===== config.mk =====
export PLATFORM = sky130hd
export DESIGN_NAME = fetch_q
export DESIGN_NICKNAME = d
export VERILOG_FILES = /design/src/rtl/fetch_pkg.sv /design/src/rtl/fetch_q_ctr.sv /design/src/rtl/fetch_q.sv
export SDC_FILE = /design/constraint.sdc
export NUM_CORES = 1
export LEC_CHECK = 0
export ABC_CLOCK_PERIOD_IN_PS = 8100
export BUFFER_PORTS_ARGS = -buffer_cell sky130_fd_sc_hd__buf_2
export CORE_MARGIN = 5
export CORE_UTILIZATION = 40
export CTS_CLUSTER_DIAMETER = 80
export DETAILED_ROUTE_END_ITERATION = 8
export GPL_TIMING_DRIVEN = 1
export PLACE_DENSITY = 0.71
export SLEW_MARGIN = 20
export SYNTH_ARGS = -nofsm -noshare
export SYNTH_HDL_FRONTEND = slang
export SYNTH_SLANG_ARGS = --single-unit
export TNS_END_PERCENT = 30

===== constraint.sdc =====
create_clock -name clk -period 8.1 [get_ports clk]
set_input_delay 0.81 -clock clk [delete_from_list [all_inputs] [get_ports clk]]
set_output_delay 0.81 -clock clk [all_outputs]
set_load 0.05 [all_outputs]

===== src/rtl/fetch_pkg.sv =====
// Shared widths, alignment mask and pointer sizing for the fetch queue.
package fetch_pkg;
  localparam int XLEN   = 32;
  localparam int INSN_W = 32;
  localparam int ADDR_W = 30;

  // Redirect targets are word aligned: low two bits cleared.
  localparam logic [XLEN-1:0] ALIGN_MASK = 32'hFFFF_FFFC;

  // Pointers carry one extra wrap bit so full and empty are distinguishable.
  function automatic int ptr_w(input int depth);
    return $clog2(depth) + 1;
  endfunction

  typedef struct packed {
    logic              valid;
    logic [ADDR_W-1:0] addr;
  } mem_req_t;
endpackage


===== src/rtl/fetch_q_ctr.sv =====
// Saturation-free up/down counter with synchronous load; load wins.
module fetch_q_ctr #(
  parameter int W = 3
) (
  input  logic         clk,
  input  logic         rst,
  input  logic         inc,
  input  logic         dec,
  input  logic         load,
  input  logic [W-1:0] load_val,
  output logic [W-1:0] cnt
);
  // Count register: load, else net +1/-1, simultaneous inc/dec cancels.
  always_ff @(posedge clk or posedge rst) begin
    if (rst)               cnt <= '0;
    else if (load)         cnt <= load_val;
    else if (inc && !dec)  cnt <= cnt + 1'b1;
    else if (dec && !inc)  cnt <= cnt - 1'b1;
  end
endmodule


===== src/rtl/fetch_q.sv =====
// Sequential instruction fetch with a DEPTH-entry PC/instruction queue,
// in-order variable-latency memory, and redirect flush with stale-drop.
module fetch_q
  import fetch_pkg::*;
#(
  parameter logic [XLEN-1:0] RESET_PC = 32'h0000_0000,
  parameter int              DEPTH    = 4
) (
  input  logic              clk,
  input  logic              rst,
  input  logic              pc_ex_valid,
  input  logic [XLEN-1:0]   pc_ex_base,
  input  logic [XLEN-1:0]   pc_ex_off,
  output logic              mem_req_valid,
  input  logic              mem_req_ready,
  output logic [ADDR_W-1:0] mem_addr,
  input  logic              mem_resp_valid,
  input  logic [INSN_W-1:0] mem_data,
  output logic              de_valid,
  input  logic              de_ready,
  output logic [INSN_W-1:0] insn,
  output logic [XLEN-1:0]   pc_de
);
  localparam int             PW      = ptr_w(DEPTH);
  localparam int             IW      = PW - 1;
  localparam logic [PW-1:0]  DEPTH_P = PW'(DEPTH);

  logic [XLEN-1:0]                fetch_pc;
  logic [DEPTH-1:0][XLEN-1:0]     pc_q;
  logic [DEPTH-1:0][INSN_W-1:0]   insn_q;
  // head: next to deliver, fill: next to receive data, tail: next to allocate
  logic [PW-1:0] head, fill, tail;
  logic [PW-1:0] out_cnt, drop_cnt, drop_ld, used;
  logic          req_fire, resp_fill, resp_drop, deq;
  logic [XLEN-1:0] target;
  mem_req_t      req;

  assign used   = tail - head;
  assign target = (pc_ex_base + pc_ex_off) & ALIGN_MASK;

  // Request is a function of registered state only; held off while in reset.
  assign req.valid     = !rst && (used < DEPTH_P) && (out_cnt < DEPTH_P);
  assign req.addr      = fetch_pc[XLEN-1:2];
  assign mem_req_valid = req.valid;
  assign mem_addr      = req.addr;
  assign req_fire      = req.valid && mem_req_ready;

  assign resp_drop = mem_resp_valid && (drop_cnt != '0);
  assign resp_fill = mem_resp_valid && (drop_cnt == '0);

  assign de_valid = (fill != head);
  assign deq      = de_valid && de_ready;
  assign insn     = de_valid ? insn_q[head[IW-1:0]] : '0;
  assign pc_de    = de_valid ? pc_q[head[IW-1:0]]   : '0;

  // Everything still unanswered after this cycle becomes stale on redirect,
  // including a request accepted in the redirect cycle itself.
  assign drop_ld = out_cnt + PW'(req_fire) - PW'(mem_resp_valid);

  // Fetch address: redirect target overrides sequential advance.
  always_ff @(posedge clk or posedge rst) begin
    if (rst)              fetch_pc <= RESET_PC;
    else if (pc_ex_valid) fetch_pc <= target;
    else if (req_fire)    fetch_pc <= fetch_pc + 32'd4;
  end

  // Queue pointers: redirect collapses the queue to empty at tail.
  always_ff @(posedge clk or posedge rst) begin
    if (rst) begin
      head <= '0;
      fill <= '0;
      tail <= '0;
    end else if (pc_ex_valid) begin
      head <= tail;
      fill <= tail;
    end else begin
      if (req_fire)  tail <= tail + 1'b1;
      if (resp_fill) fill <= fill + 1'b1;
      if (deq)       head <= head + 1'b1;
    end
  end

  // Entry storage: PC captured at issue, instruction at response.
  always_ff @(posedge clk or posedge rst) begin
    if (rst) begin
      pc_q   <= '0;
      insn_q <= '0;
    end else begin
      if (req_fire)  pc_q[tail[IW-1:0]]   <= fetch_pc;
      if (resp_fill) insn_q[fill[IW-1:0]] <= mem_data;
    end
  end

  fetch_q_ctr #(.W(PW)) u_out_ctr (
    .clk(clk), .rst(rst), .inc(req_fire), .dec(mem_resp_valid),
    .load(1'b0), .load_val('0), .cnt(out_cnt)
  );

  fetch_q_ctr #(.W(PW)) u_drop_ctr (
    .clk(clk), .rst(rst), .inc(1'b0), .dec(resp_drop),
    .load(pc_ex_valid), .load_val(drop_ld), .cnt(drop_cnt)
  );

  a_resp_has_slot: assert property (@(posedge clk) disable iff (rst)
    mem_resp_valid |-> (drop_cnt != '0 || fill != tail));
  a_out_bound: assert property (@(posedge clk) disable iff (rst)
    out_cnt <= DEPTH_P);
  a_drop_bound: assert property (@(posedge clk) disable iff (rst)
    drop_cnt <= out_cnt);
endmodule


# --- Word level (Yosys, flattened, before mapping) ---
# Cells that the tools add are included.
totals:
  reg_bits: 303
  latchBits: 0
  ram_bits: 0
  rom_bits: 0
  inputBits: 102
  out_inout_bits: 96
  wordCells: 77
  mem_count: 0
classes:
  n_addsub: 11
  n_mul: 0
  n_div: 0
  n_lt_le_gt_ge: 7
  eq_ne: 1
  shift: 0
  mux: 22
  n_bitwise: 1
  n_reduce_logical: 21
ops:
  columns: ["operator", "n"]
  rows:
  - ["bitwise mux 128 bit", 2]
  - ["two-way mux 32 bit", 8]
  - ["binary-select mux 32 bit (select 2 bit)", 2]
  - ["demux 32 bit (select 2 bit)", 2]
  - ["adder 32 x 3 -> 32 bit, second input constant", 1]
  - ["adder 32 bit", 1]
  - ["two-way mux 3 bit", 8]
  - ["adder 3 x 1 -> 3 bit, second input constant", 4]
  - ["logical AND 1 bit", 10]
  - ["nonzero test 2 bit", 5]
  - ["less-than comparator 2 x 3 -> 1 bit, second input constant", 3]
  - ["less-than comparator 3 bit, second input constant", 2]
  - ["subtractor 3 x 1 -> 3 bit, second input constant", 2]
  - ["greater-or-equal comparator 2 x 1 -> 1 bit, second input constant", 2]
  - ["adder 3 x 1 -> 3 bit", 1]
  - ["zero test 1 bit", 3]
  - ["zero test 3 bit", 1]
  - ["!= test 3 bit", 1]
  - ["nonzero test 3 bit", 1]
  - ["subtractor 3 x 1 -> 3 bit", 1]
  - ["subtractor 3 bit", 1]
  - ["AND reduction 2 bit", 1]
  - ["NOT 1 bit", 1]

# --- Logic depth before layout (Yosys ltp) ---
# Gate-level depths: netlist of the first run.
depth:
  word_depth: 9
  depth_mapped: 15
  depth_no_buf: 11

# --- Cells and area by module ---
# A second synthesis of the first run with hierarchy kept.
unflattened:
  hier_cells: 1246
  area_unflattened_um2: 15487.4
modules_own_cells:
  columns: ["mod", "instances", "cells_each", "area_each_um2", "seq_area_each_um2"]
  rows:
  - ["fetch_q", 1, 1206, 15109.5, 7181.9]
  - ["fetch_q_ctr", 2, 20, 188.9, 75.1]

# --- Least setup slack after synthesis of the first run ---
# OpenSTA, ideal clock, no wires.
synth_path:
  path_kind: "flip-flop to flip-flop"
  start: "reg head[1]"
  end: "reg u_out_ctr.cnt[2]"
  t_arrival_ns: 3.151
  required_ns: 8.021
  slack_ns: 4.870
  path_stages_with_launch: 16
  path_buffers: 4
  synth_period_minus_slack_ns: 3.230
  path_cell_list: "dfrtp_1 clkbuf_1 clkbuf_1 inv_1 ha_1 a21oi_1 xnor2_1 and3_1 buf_4 buf_4 ha_1 inv_1 fa_1 xor2_1 nor2_1 xor2_1"
synth_via:
  elab_chain_cells: 8
  elab_cells_between_ends: 10
  classes_between: "add/sub (1); order compare (1); mux (1); reduce/logical (7)"
synth_rtl:
  columns: ["item", "line", "source"]
  rows:
  - ["from (decl)", "fetch_q.sv:32", "logic [PW-1:0] head, fill, tail;"]
  - ["from (signal assigned)", "fetch_q.sv:74", "head <= tail;"]
  - ["from (signal assigned)", "fetch_q.sv:79", "if (deq) head <= head + 1'b1;"]
  - ["subtractor 3 bit *", "fetch_q.sv:38", "assign used = tail - head;"]
  - ["less-than comparator 3 bit *", "fetch_q.sv:42", "assign req.valid = !rst && (used < DEPTH_P) && (out_cnt < DEPTH_P);"]
  - ["logical AND 1 bit * (2 in a row)", "fetch_q.sv:42", null]
  - ["logical AND 1 bit *", "fetch_q.sv:46", "assign req_fire = req.valid && mem_req_ready;"]
  - ["zero test 1 bit", "fetch_q_ctr.sv:18", "else if (dec && !inc) cnt <= cnt - 1'b1;"]
  - ["logical AND 1 bit", "fetch_q_ctr.sv:18", null]
  - ["nonzero test 2 bit (no line)", null, null]
  - ["to (signal assigned)", "fetch_q_ctr.sv:16", "else if (load) cnt <= load_val;"]
  - ["to (signal assigned)", "fetch_q_ctr.sv:17", "else if (inc && !dec) cnt <= cnt + 1'b1;"]
  - ["to (signal assigned)", "fetch_q_ctr.sv:18", null]
  - ["to (decl)", "fetch_q_ctr.sv:11", "output logic [W-1:0] cnt"]
# Every way passes the cells marked *; elsewhere a longest branch is shown, timed or not.
# A chain may end at the register's enable or synchronous reset.

# --- Final worst setup path of the first run ---
layout_path:
  start: "reg head[0]"
  end: "out de_valid"
layout_via:
  elab_chain_cells: 1
layout_rtl:
  columns: ["item", "line", "source"]
  rows:
  - ["!= test 3 bit", "fetch_q.sv:51", "assign de_valid = (fill != head);"]
  - ["to (decl)", "fetch_q.sv:19", "output logic de_valid,"]
# Every way passes these cells.

==> results.yml, run 1 <==
worst_hold_path:
  min_path_cells: 2
  hold_end: "pc_q[49]$_DFFE_PP0P_"
  holdCritStartpoint: "pc_q[49]$_DFFE_PP0P_"
  min_path_type: "reg2reg"
critical_path:
  required_ns: 7.29
  critPathKind: "reg2out"
  startpoint_type: "flop"
  rr_startpoint: "head[0]$_DFFE_PP0P_"
  cp-end-kind: "primary output"
  reg2regPathDepth: 7
  r2r-end: "pc_q[95]$_DFFE_PP0P_"
  rrSetupSlack_ns: 4.50
  crit_fanout: 45
  cp.arrival_ns: 3.48
cells_and_area:
  multiInputGateArea_sq_um: 7560
  drive_gt1_share_pct: 43.0
  fillers: 3394
  ff_latch_area_sq_um: 7340
  fin_nets: 1517
  fin_cells: 1902
  area_growth_pct: 16.2
  diodes: 0
sta:
  final_hold_viol_count: 0
  min_period_ns: 4.29
  finalSetupViolations: 0
  max_freq_mhz: 233
  relSlewSlack_pct: 31.4
  rsz0062_at_grt: "false"
  fin_skew_ns: 0.0124
  finalCritPeriodShare_pct: 52.9
  post-route-worst-setup-slack_ns: 3.81
  worstMarginPinSlew_ns: 1.03
  drv_slew: 0
  tns_ns: 0
global_route:
  antenna_found_initial: 1
  grt_pass1_wl_um: 56400
  grt.total_usage_pct: 16.5
  grt_pass1_vias: 10500
  grt_overflow: 0
  grt_max_degree: 92
routing:
  drtIter0Drc: 467
  avgRoutedWirePerCell_um: 18.5
  vias: 10000
  totalWireLength_um: 35200
  ant_nets: 0
  viasPerCell: 5.27
  drt_first_pass_iters: 4
  drc: 0
pwr:
  irDropWorstVdd_mv: 0.174
  power.density_nw_per_um2: 418
  p_leak_uw: 0.00827
placed_design:
  post-place-cells: 1845
  io_buffers: 195
  place_congestion: 0.883
  hpwlAfterDp_um: 24000
  dp_slack_ns: 4.25
clocking:
  cts_tree: "done"
  clk_pin_slew_ns: 0.06
  htreeDepth: 1
  cts_buffers: 31
  cts_resized: 0
  clk-insertion-delay-late_ns: 0.55
  cts_buffer_depth: 3
  cts_setup_buffers: 0
  hold_buffers: 0
  cts_sinks: 293
  cts-root-buf: "clkbuf_16"
synthesis:
  synth_area_leaders: "dfrtp_1 48%, mux2_2 17%, mux4_2 9.1%, ha_1 3.8%, xnor2_1 2.7%"
  syn_avg_cell_area_sq_um: 12.8
  synth-seq-cells: 293
  yosysTopAreaCellShare_pct: 47.9
  yosysSeqAreaShare_pct: 47.9
  synth_edf_count: 0
  ys_types: 62
  yosys_warnings: 0
  yosys_most_used_dff: "dfrtp_1"
  synthArstFlopShare_pct: 100
  netlist_instances: 1199
  synthesis.area_sq_um: 15300
  yosysTopAreaCell: "dfrtp_1"
die:
  die_w_um: 206
  fp-row-count: 71
  ios: 198
  die_area_sq_um: 42300
  die_h_um: 206
  core_sq_um: 37800
  start_util_pct: 40.6
run:
  max_cap_violations: 0
outcome:
  status: "complete, no violations"
[worst max-delay path: stages, from the launching register on]
cell and delay (ns):
dfrtp_4 0.89, buf_4 0.71, xor2_1 0.16, nor3_2 0.24, buf_4 0.50, inv_1 0.15
buf_2 0.25
[area by class of cell]
| type | instances | share of cell area [%] |
|---|---|---|
| Clock inverter | 21 | 1.44 |
| Tap cell | 511 | 3.59 |
| Inverter | 25 | 0.548 |
| Sequential cell | 293 | 41.2 |
| Clock buffer | 36 | 4.63 |
| Timing Repair Buffer | 208 | 6.05 |
| Multi-Input combinational cell | 808 | 42.5 |
[logic make-up after synthesis]
family	synth area share (%)
AOI/OAI and AO/OA	5.41
xor gates and xnor gates	4.29
adders and majority gates	4.02
buffers and inverters	2.92
DFF	47.9
muxes	27.1
other	0.0245
and+or+nand+nor	8.41
[cells in the mapped netlist, types with 3 or more instances]
master,count
nor2b_1,65
xor2_1,27
mux2i_1,7
nor2_1,30
nand2_1,71
ha_1,46
and2_1,3
nor3_1,7
dfrtp_1,293
mux4_2,62
nand2b_1,4
nand4_1,11
o21ai_0,45
buf_1,16
o21a_1,3
buf_4,12
inv_1,25
xnor2_1,48
a31oi_1,9
buf_2,23
mux2_2,238
a21oi_1,40
clkbuf_1,22
nand3_1,17
o21ai_1,4
a21o_1,8
and3_1,13
o21bai_1,3
nor2_2,3
[where the power goes]
| part | switching [uW] | total [uW] | internal (uW) |
|---|---|---|---|
| sequential | 414 | 2470 | 2050 |
| clock | 590 | 1480 | 891 |
| combinational | 2100 | 3490 | 1390 |
| total | 3110 | 7440 | 4330 |
[state kept, by name, summed over array words and instances (netlist names)]
signal / flops
u_out_ctr.cnt: 3
fetch_pc: 30
fill: 3
u_drop_ctr.cnt: 3
pc_q: 120
tail: 3
insn_q: 128
head: 3
[metrics by stage]
stage | total power (uW) | hold WS [ns] | utilization, % | instance area, sq um
2_1_floorplan | 5190 | 0.445 | - | 15300
3_3_place_gp | 5930 | 0.457 | 44.3 | 16700
3_5_place_dp | 6040 | 0.470 | 44.3 | 16700
4_1_cts | 7540 | 0.483 | 47.1 | 17800
5_1_grt | 7870 | 0.507 | 47.1 | 17800
6_report | 7440 | 0.480 | 47.1 | 17800
[layout by cell type (no fill, tap or decap), drive strengths merged, types with 3 or more instances in the layout]
| cell type | instances |
|---|---|
| a31oi | 10 |
| mux2 | 238 |
| clkbuf | 36 |
| bufinv | 5 |
| mux2i | 7 |
| o21ai | 50 |
| and4 | 3 |
| o21bai | 3 |
| xor2 | 27 |
| dfrtp | 293 |
| clkinvlp | 7 |
| mux4 | 62 |
| and3 | 14 |
| a21oi | 42 |
| a21o | 8 |
| nand2b | 4 |
| nand4 | 13 |
| nand3 | 20 |
| ha | 46 |
| nand2 | 73 |
| xnor2 | 48 |
| nor3 | 9 |
| o31ai | 3 |
| inv | 26 |
| a221oi | 3 |
| clkinv | 8 |
| and2 | 3 |
| nor2 | 33 |
| o21a | 3 |
| buf | 208 |
| nor2b | 65 |
[layer usage]
metal / routed length, um / track usage, %
met1: 15600 / 22.5
met2: 17000 / 28.0
met3: 1910 / 3.01
met4: 598 / 3.01
met5: 13 / 0
[how the worst max path moves through the flow]
stage	start	end	slack (ns)
after global placement	head[0]$_DFFE_PP0P_	de_valid	4.34
after CTS	head[0]$_DFFE_PP0P_	de_valid	3.65
after global routing	head[0]$_DFFE_PP0P_	de_valid	3.42
after floorplan	rst	fetch_pc[10]$_DFFE_PP0P_	3.40
after detailed placement	head[0]$_DFFE_PP0P_	de_valid	4.25
final	head[0]$_DFFE_PP0P_	de_valid	3.81
No activity file was read; power rests on OpenSTA's default activity.
==> inputs of run 2 (changes only) <==
--- a/config.mk
+++ b/config.mk
@@ -5,14 +5,14 @@
 export SDC_FILE = /design/constraint.sdc
 export NUM_CORES = 1
 export LEC_CHECK = 0
-export ABC_CLOCK_PERIOD_IN_PS = 8100
+export ABC_CLOCK_PERIOD_IN_PS = 4000
 export BUFFER_PORTS_ARGS = -buffer_cell sky130_fd_sc_hd__buf_2
 export CORE_MARGIN = 5
 export CORE_UTILIZATION = 40
 export CTS_CLUSTER_DIAMETER = 80
 export DETAILED_ROUTE_END_ITERATION = 8
 export GPL_TIMING_DRIVEN = 1
-export PLACE_DENSITY = 0.71
+export PLACE_DENSITY = 0.69
 export SLEW_MARGIN = 20
 export SYNTH_ARGS = -nofsm -noshare
 export SYNTH_HDL_FRONTEND = slang
==> constraint.sdc (replaced) <==
create_clock -name clk -period 4 [get_ports clk]
set_input_delay 0.4 -clock clk [delete_from_list [all_inputs] [get_ports clk]]
set_output_delay 0.4 -clock clk [all_outputs]
set_load 0.05 [all_outputs]
==> run 2 against run 1 <==
Against the previous run: clock power up 110%; design area up 0.88%; global-route usage up 0.56 points; flip-flop and latch count unchanged; final cell count up 0.58%.
==> results.yml, run 2 (synthesized netlist as in run 1, its figures left out) <==
die:
  die_h_um: 206
  die_area_sq_um: 42300
  core_sq_um: 37800
  die_w_um: 206
  start_util_pct: 40.6
  ios: 198
  fp-row-count: 71
placed_design:
  dp_slack_ns: 0.750
  place_congestion: 0.917
  io_buffers: 195
  hpwlAfterDp_um: 24500
  place_area_sq_um: 16800
global_route:
  grt_pass1_vias: 10700
  grt_overflow: 0
  grt.total_usage_pct: 17.1
  grt_max_degree: 114
  grt_pass1_wl_um: 58400
  antenna_found_initial: 3
clocking:
  cts_sinks: 293
  clk-insertion-delay-late_ns: 0.51
  cts_setup_buffers: 0
  cts_resized: 0
  cts_buffer_depth: 3
  htreeDepth: 2
  cts_tree: "done"
  hold_buffers: 1
  cts_buffers: 34
  clk_pin_slew_ns: 0.06
  cts-root-buf: "clkbuf_16"
critical_path:
  cp-end-kind: "primary output"
  startpoint_type: "flop"
  required_ns: 3.60
  critPathKind: "reg2out"
  crit_fanout: 37
  reg2regPathDepth: 6
  cp.arrival_ns: 3.17
cells_and_area:
  stdcell_area_sq_um: 17900
  area_growth_pct: 17.2
  drive_gt1_share_pct: 42.8
  fillers: 3400
  diodes: 0
  top_regs: "insn_q x128, pc_q x120, fetch_pc x30"
  final_cell_mix: "291 x dfrtp_1, 238 x mux2_2, 195 x buf_2"
  layout_commonest_cell: "dfrtp_1"
  largest-register: "insn_q"
  fin_nets: 1526
  largest_reg_flops: 128
routing:
  ant_nets: 0
  drc: 0
  vias: 9969
  drtIter0Drc: 468
  totalWireLength_um: 35700
  avgRoutedWirePerCell_um: 18.7
  drt_first_pass_iters: 4
  viasPerCell: 5.21
sta:
  post-route-worst-setup-slack_ns: 0.432
  finalCritPeriodShare_pct: 89.2
  rsz0062_at_grt: "false"
  worstMarginPinSlew_ns: 1.01
  holdWs_ns: 0.172
  fin_skew_ns: 0.0187
  relSlewSlack_pct: 32.4
  drv_slew: 0
  min_period_ns: 3.57
  final_hold_viol_count: 0
  max_freq_mhz: 280
  finalSetupViolations: 0
worst_hold_path:
  min_path_cells: 2
  min_path_type: "in2reg"
pwr:
  power.density_nw_per_um2: 849
  irDropWorstVdd_mv: 0.355
  p_leak_uw: 0.00836
outcome:
  status: "complete, no violations"
run:
  max_cap_violations: 0
[run 2: cell count changes in the layout (fill, tap and decap cells not counted), sizes merged, moves of 2 or more]
cell | before | now
buf | 208 | 213
bufinv | 5 | 3
clkbuf | 36 | 48
clkinvlp | 7 | 2
[run 2: power by group]
group	internal [uW]	switching, uW
clock	1910	1230
combinational	2840	4330
sequential	4160	772
[run 2: area by class of cell]
type | instances | area (sq um) | area share [%]
Tap cell | 511 | 639 | 3.56
Multi-Input combinational cell | 808 | 7550 | 42.1
Sequential cell | 293 | 7340 | 40.9
Timing Repair Buffer | 214 | 1170 | 6.52
Clock buffer | 48 | 973 | 5.42
Inverter | 25 | 97.6 | 0.544
Clock inverter | 14 | 180 | 1.00
[run 2: final timing paths]
kind / start / to / slack, ns
worst min-delay path: mem_data[27] / insn_q[91]$_DFFE_PP0P_ / 0.17
max in group asynchronous: rst / pc_q[58]$_DFFE_PP0P_ / 2.60
worst min register to register: pc_q[17]$_DFFE_PP0P_ / pc_q[17]$_DFFE_PP0P_ / 0.48
worst max register to register: head[0]$_DFFE_PP0P_ / pc_q[122]$_DFFE_PP0P_ / 0.79
min in group asynchronous: rst / tail[1]$_DFFE_PP0P_ / 0.46
worst max-delay path: head[1]$_DFFE_PP0P_ / de_valid / 0.43
[run 2: critical path, cell delays in order, from the launching register on]
cell     delay (ns)
dfrtp_2        0.37
buf_4          0.43
buf_4          0.60
xor2_1         0.16
nor3_2         0.18
buf_4          0.42
inv_1          0.20
buf_2          0.26
[run 2: layer usage]
layer	track usage (%)	wire, um	vias to the layer above
li1	-	-	4662
met3	4.18	2330	52
met4	3.30	568	6
met2	29.2	17500	234
met1	22.2	15300	5015
met5	0	45	-
[run 2: stage by stage]
stage	power [uW]	TNS, ns	util [%]	instances
6_report	15200	0	47.5	1913
5_1_grt	16100	0	47.5	1913
4_1_cts	15500	0	47.5	1913
3_5_place_dp	12300	0	44.5	1850
3_3_place_gp	12100	0	44.5	1850
2_1_floorplan	10500	-84.72	-	1200
==> inputs of run 3 (changes only) <==
--- a/config.mk
+++ b/config.mk
@@ -5,7 +5,7 @@
 export SDC_FILE = /design/constraint.sdc
 export NUM_CORES = 1
 export LEC_CHECK = 0
-export ABC_CLOCK_PERIOD_IN_PS = 4000
+export ABC_CLOCK_PERIOD_IN_PS = 4500
 export BUFFER_PORTS_ARGS = -buffer_cell sky130_fd_sc_hd__buf_2
 export CORE_MARGIN = 5
 export CORE_UTILIZATION = 40
==> constraint.sdc (replaced) <==
create_clock -name clk -period 4.5 [get_ports clk]
set_input_delay 0.45 -clock clk [delete_from_list [all_inputs] [get_ports clk]]
set_output_delay 0.45 -clock clk [all_outputs]
set_load 0.05 [all_outputs]
==> run 3 against run 2 <==
Against the previous run: non-clock buffer count shrank 4; global-route usage shrank 0.55 points; sequential share of layout area is essentially flat; largest power group unchanged.
==> results.yml, run 3 (synthesized netlist as in run 1, its figures left out) <==
outcome:
  status: "complete, no violations"
die:
  die_w_um: 206
  die_area_sq_um: 42300
  start_util_pct: 40.6
  die_h_um: 206
  fp-row-count: 71
  core_sq_um: 37800
  ios: 198
cells_and_area:
  layout_commonest_cell: "dfrtp_1"
  multiInputGateArea_sq_um: 7550
  final_cell_mix: "291 x dfrtp_1, 238 x mux2_2, 195 x buf_2"
  fillers: 3415
  ff_latch_area_sq_um: 7340
  top_regs: "insn_q x128, pc_q x120, fetch_pc x30"
  area_growth_pct: 17.2
  diodes: 0
  drive_gt1_share_pct: 42.8
  largest-register: "insn_q"
  largest_reg_flops: 128
  fin_nets: 1523
critical_path:
  critPathSlowestCell: "buf_4"
  crit_fanout: 65
  cp.arrival_ns: 3.09
  startpoint_type: "flop"
  slowest_delay_ns: 0.78
  critPathKind: "reg2out"
  cp-end-kind: "primary output"
  required_ns: 4.05
  worstPathCellList: "buf_4 -> xor2_1 -> nor3_2 -> buf_4 -> inv_1 -> buf_2"
  cpMostUsedCell: "buf_4"
sta:
  finalCritPeriodShare_pct: 78.7
  holdWs_ns: 0.170
  finalSetupViolations: 0
  post-route-worst-setup-slack_ns: 0.957
  min_period_ns: 3.54
  worstMarginPinSlew_ns: 1.00
  rsz0062_at_grt: "false"
  max_freq_mhz: 282
  relSlewSlack_pct: 32.9
  tns_ns: 0
  final_hold_viol_count: 0
  drv_slew: 0
  fin_skew_ns: 0.0236
pwr:
  p_clk_share_pct: 20.9
  p_comb_share_pct: 47.0
  power.density_nw_per_um2: 755
  p_leak_uw: 0.00837
  irDropWorstVdd_mv: 0.315
  internal_power_uw: 7950
  sequentialPowerShare_pct: 32.1
  power.switching_uw: 5600
  swShare_pct: 41.3
clocking:
  cts_buffer_depth: 3
  cts_setup_buffers: 0
  clk_pin_slew_ns: 0.06
  cts_tree: "done"
  cts_resized: 0
  clk-insertion-delay-late_ns: 0.51
  cts_buffers: 35
  htreeDepth: 2
  cts_sinks: 293
  cts-root-buf: "clkbuf_16"
  hold_buffers: 0
routing:
  vias: 9967
  drc: 0
  drt_first_pass_iters: 4
  totalWireLength_um: 35000
  drtIter0Drc: 411
  viasPerCell: 5.22
  avgRoutedWirePerCell_um: 18.3
  ant_nets: 0
placed_design:
  hpwlAfterDp_um: 23900
  dp_slack_ns: 1.22
  io_buffers: 195
  place_congestion: 0.902
run:
  max_cap_violations: 0
global_route:
  grt.total_usage_pct: 16.5
  grt_pass1_vias: 10600
  antenna_found_initial: 2
  grt_pass1_wl_um: 56500
  grt_max_degree: 107
  grt_overflow: 0
worst_hold_path:
  min_path_type: "in2async"
[run 3: area by class of cell]
cell class                 instances  area share (%)
tap                              511            3.56
clock inverter                    12           0.802
timing repair buffer             210            6.34
clock buffer                      50            5.81
inverter                          25           0.544
multi-input combinational        808            42.1
sequential                       293            40.9
[run 3: worst max-delay path: cells and delay by family (launching register included)]
family                    cells  cell delay (ns)
and+or+nand+nor               1             0.17
xor gates and xnor gates      1             0.17
buffers and inverters         4             1.86
DFF                           1             0.36
[run 3: through the flow]
step	utilization, %	power [uW]	std cells	area (sq um)
floorplan	-	9330	1200	15300
global placement	44.4	10700	1847	16800
detailed placement	44.4	10900	1847	16800
CTS	47.5	13800	1909	18000
global route	47.5	14300	1909	18000
finish	47.5	13600	1909	18000
[run 3: power by group through the flow]
stage / clock network, uW / registers [uW] / logic (uW)
2_1_floorplan: 0 / 4350 / 4990
3_3_place_gp: 0 / 4310 / 6370
3_5_place_dp: 0 / 4390 / 6480
4_1_cts: 2910 / 4350 / 6500
5_1_grt: 3010 / 4480 / 6850
6_report: 2830 / 4350 / 6380
[run 3: worst paths after layout]
| check | start | end | slack (ns) | depth (start not counted) |
|---|---|---|---|---|
| max in group asynchronous | rst | insn_q[20]$_DFFE_PP0P_ | 3.19 | 3 |
| worst max-delay path | head[1]$_DFFE_PP0P_ | de_valid | 0.96 | 6 |
| worst max register to register | tail[1]$_DFFE_PP0P_ | pc_q[21]$_DFFE_PP0P_ | 1.22 | 7 |
| worst min-delay path | rst | fetch_pc[4]$_DFFE_PP0P_ | 0.17 | 2 |
| worst min register to register | pc_q[17]$_DFFE_PP0P_ | pc_q[17]$_DFFE_PP0P_ | 0.48 | 2 |
| min in group clk | mem_data[27] | insn_q[27]$_DFFE_PP0P_ | 0.23 | 2 |
[run 3: per-layer routing]
metal	vias to the layer above	routed length [um]	track usage [%]	part of all wire, %
met3	55	2320	3.80	6.6
met2	245	16900	28.3	48
li1	4655	-	-	-
met4	4	676	3.59	1.9
met1	5008	15000	21.5	43
met5	-	21	0	0.060
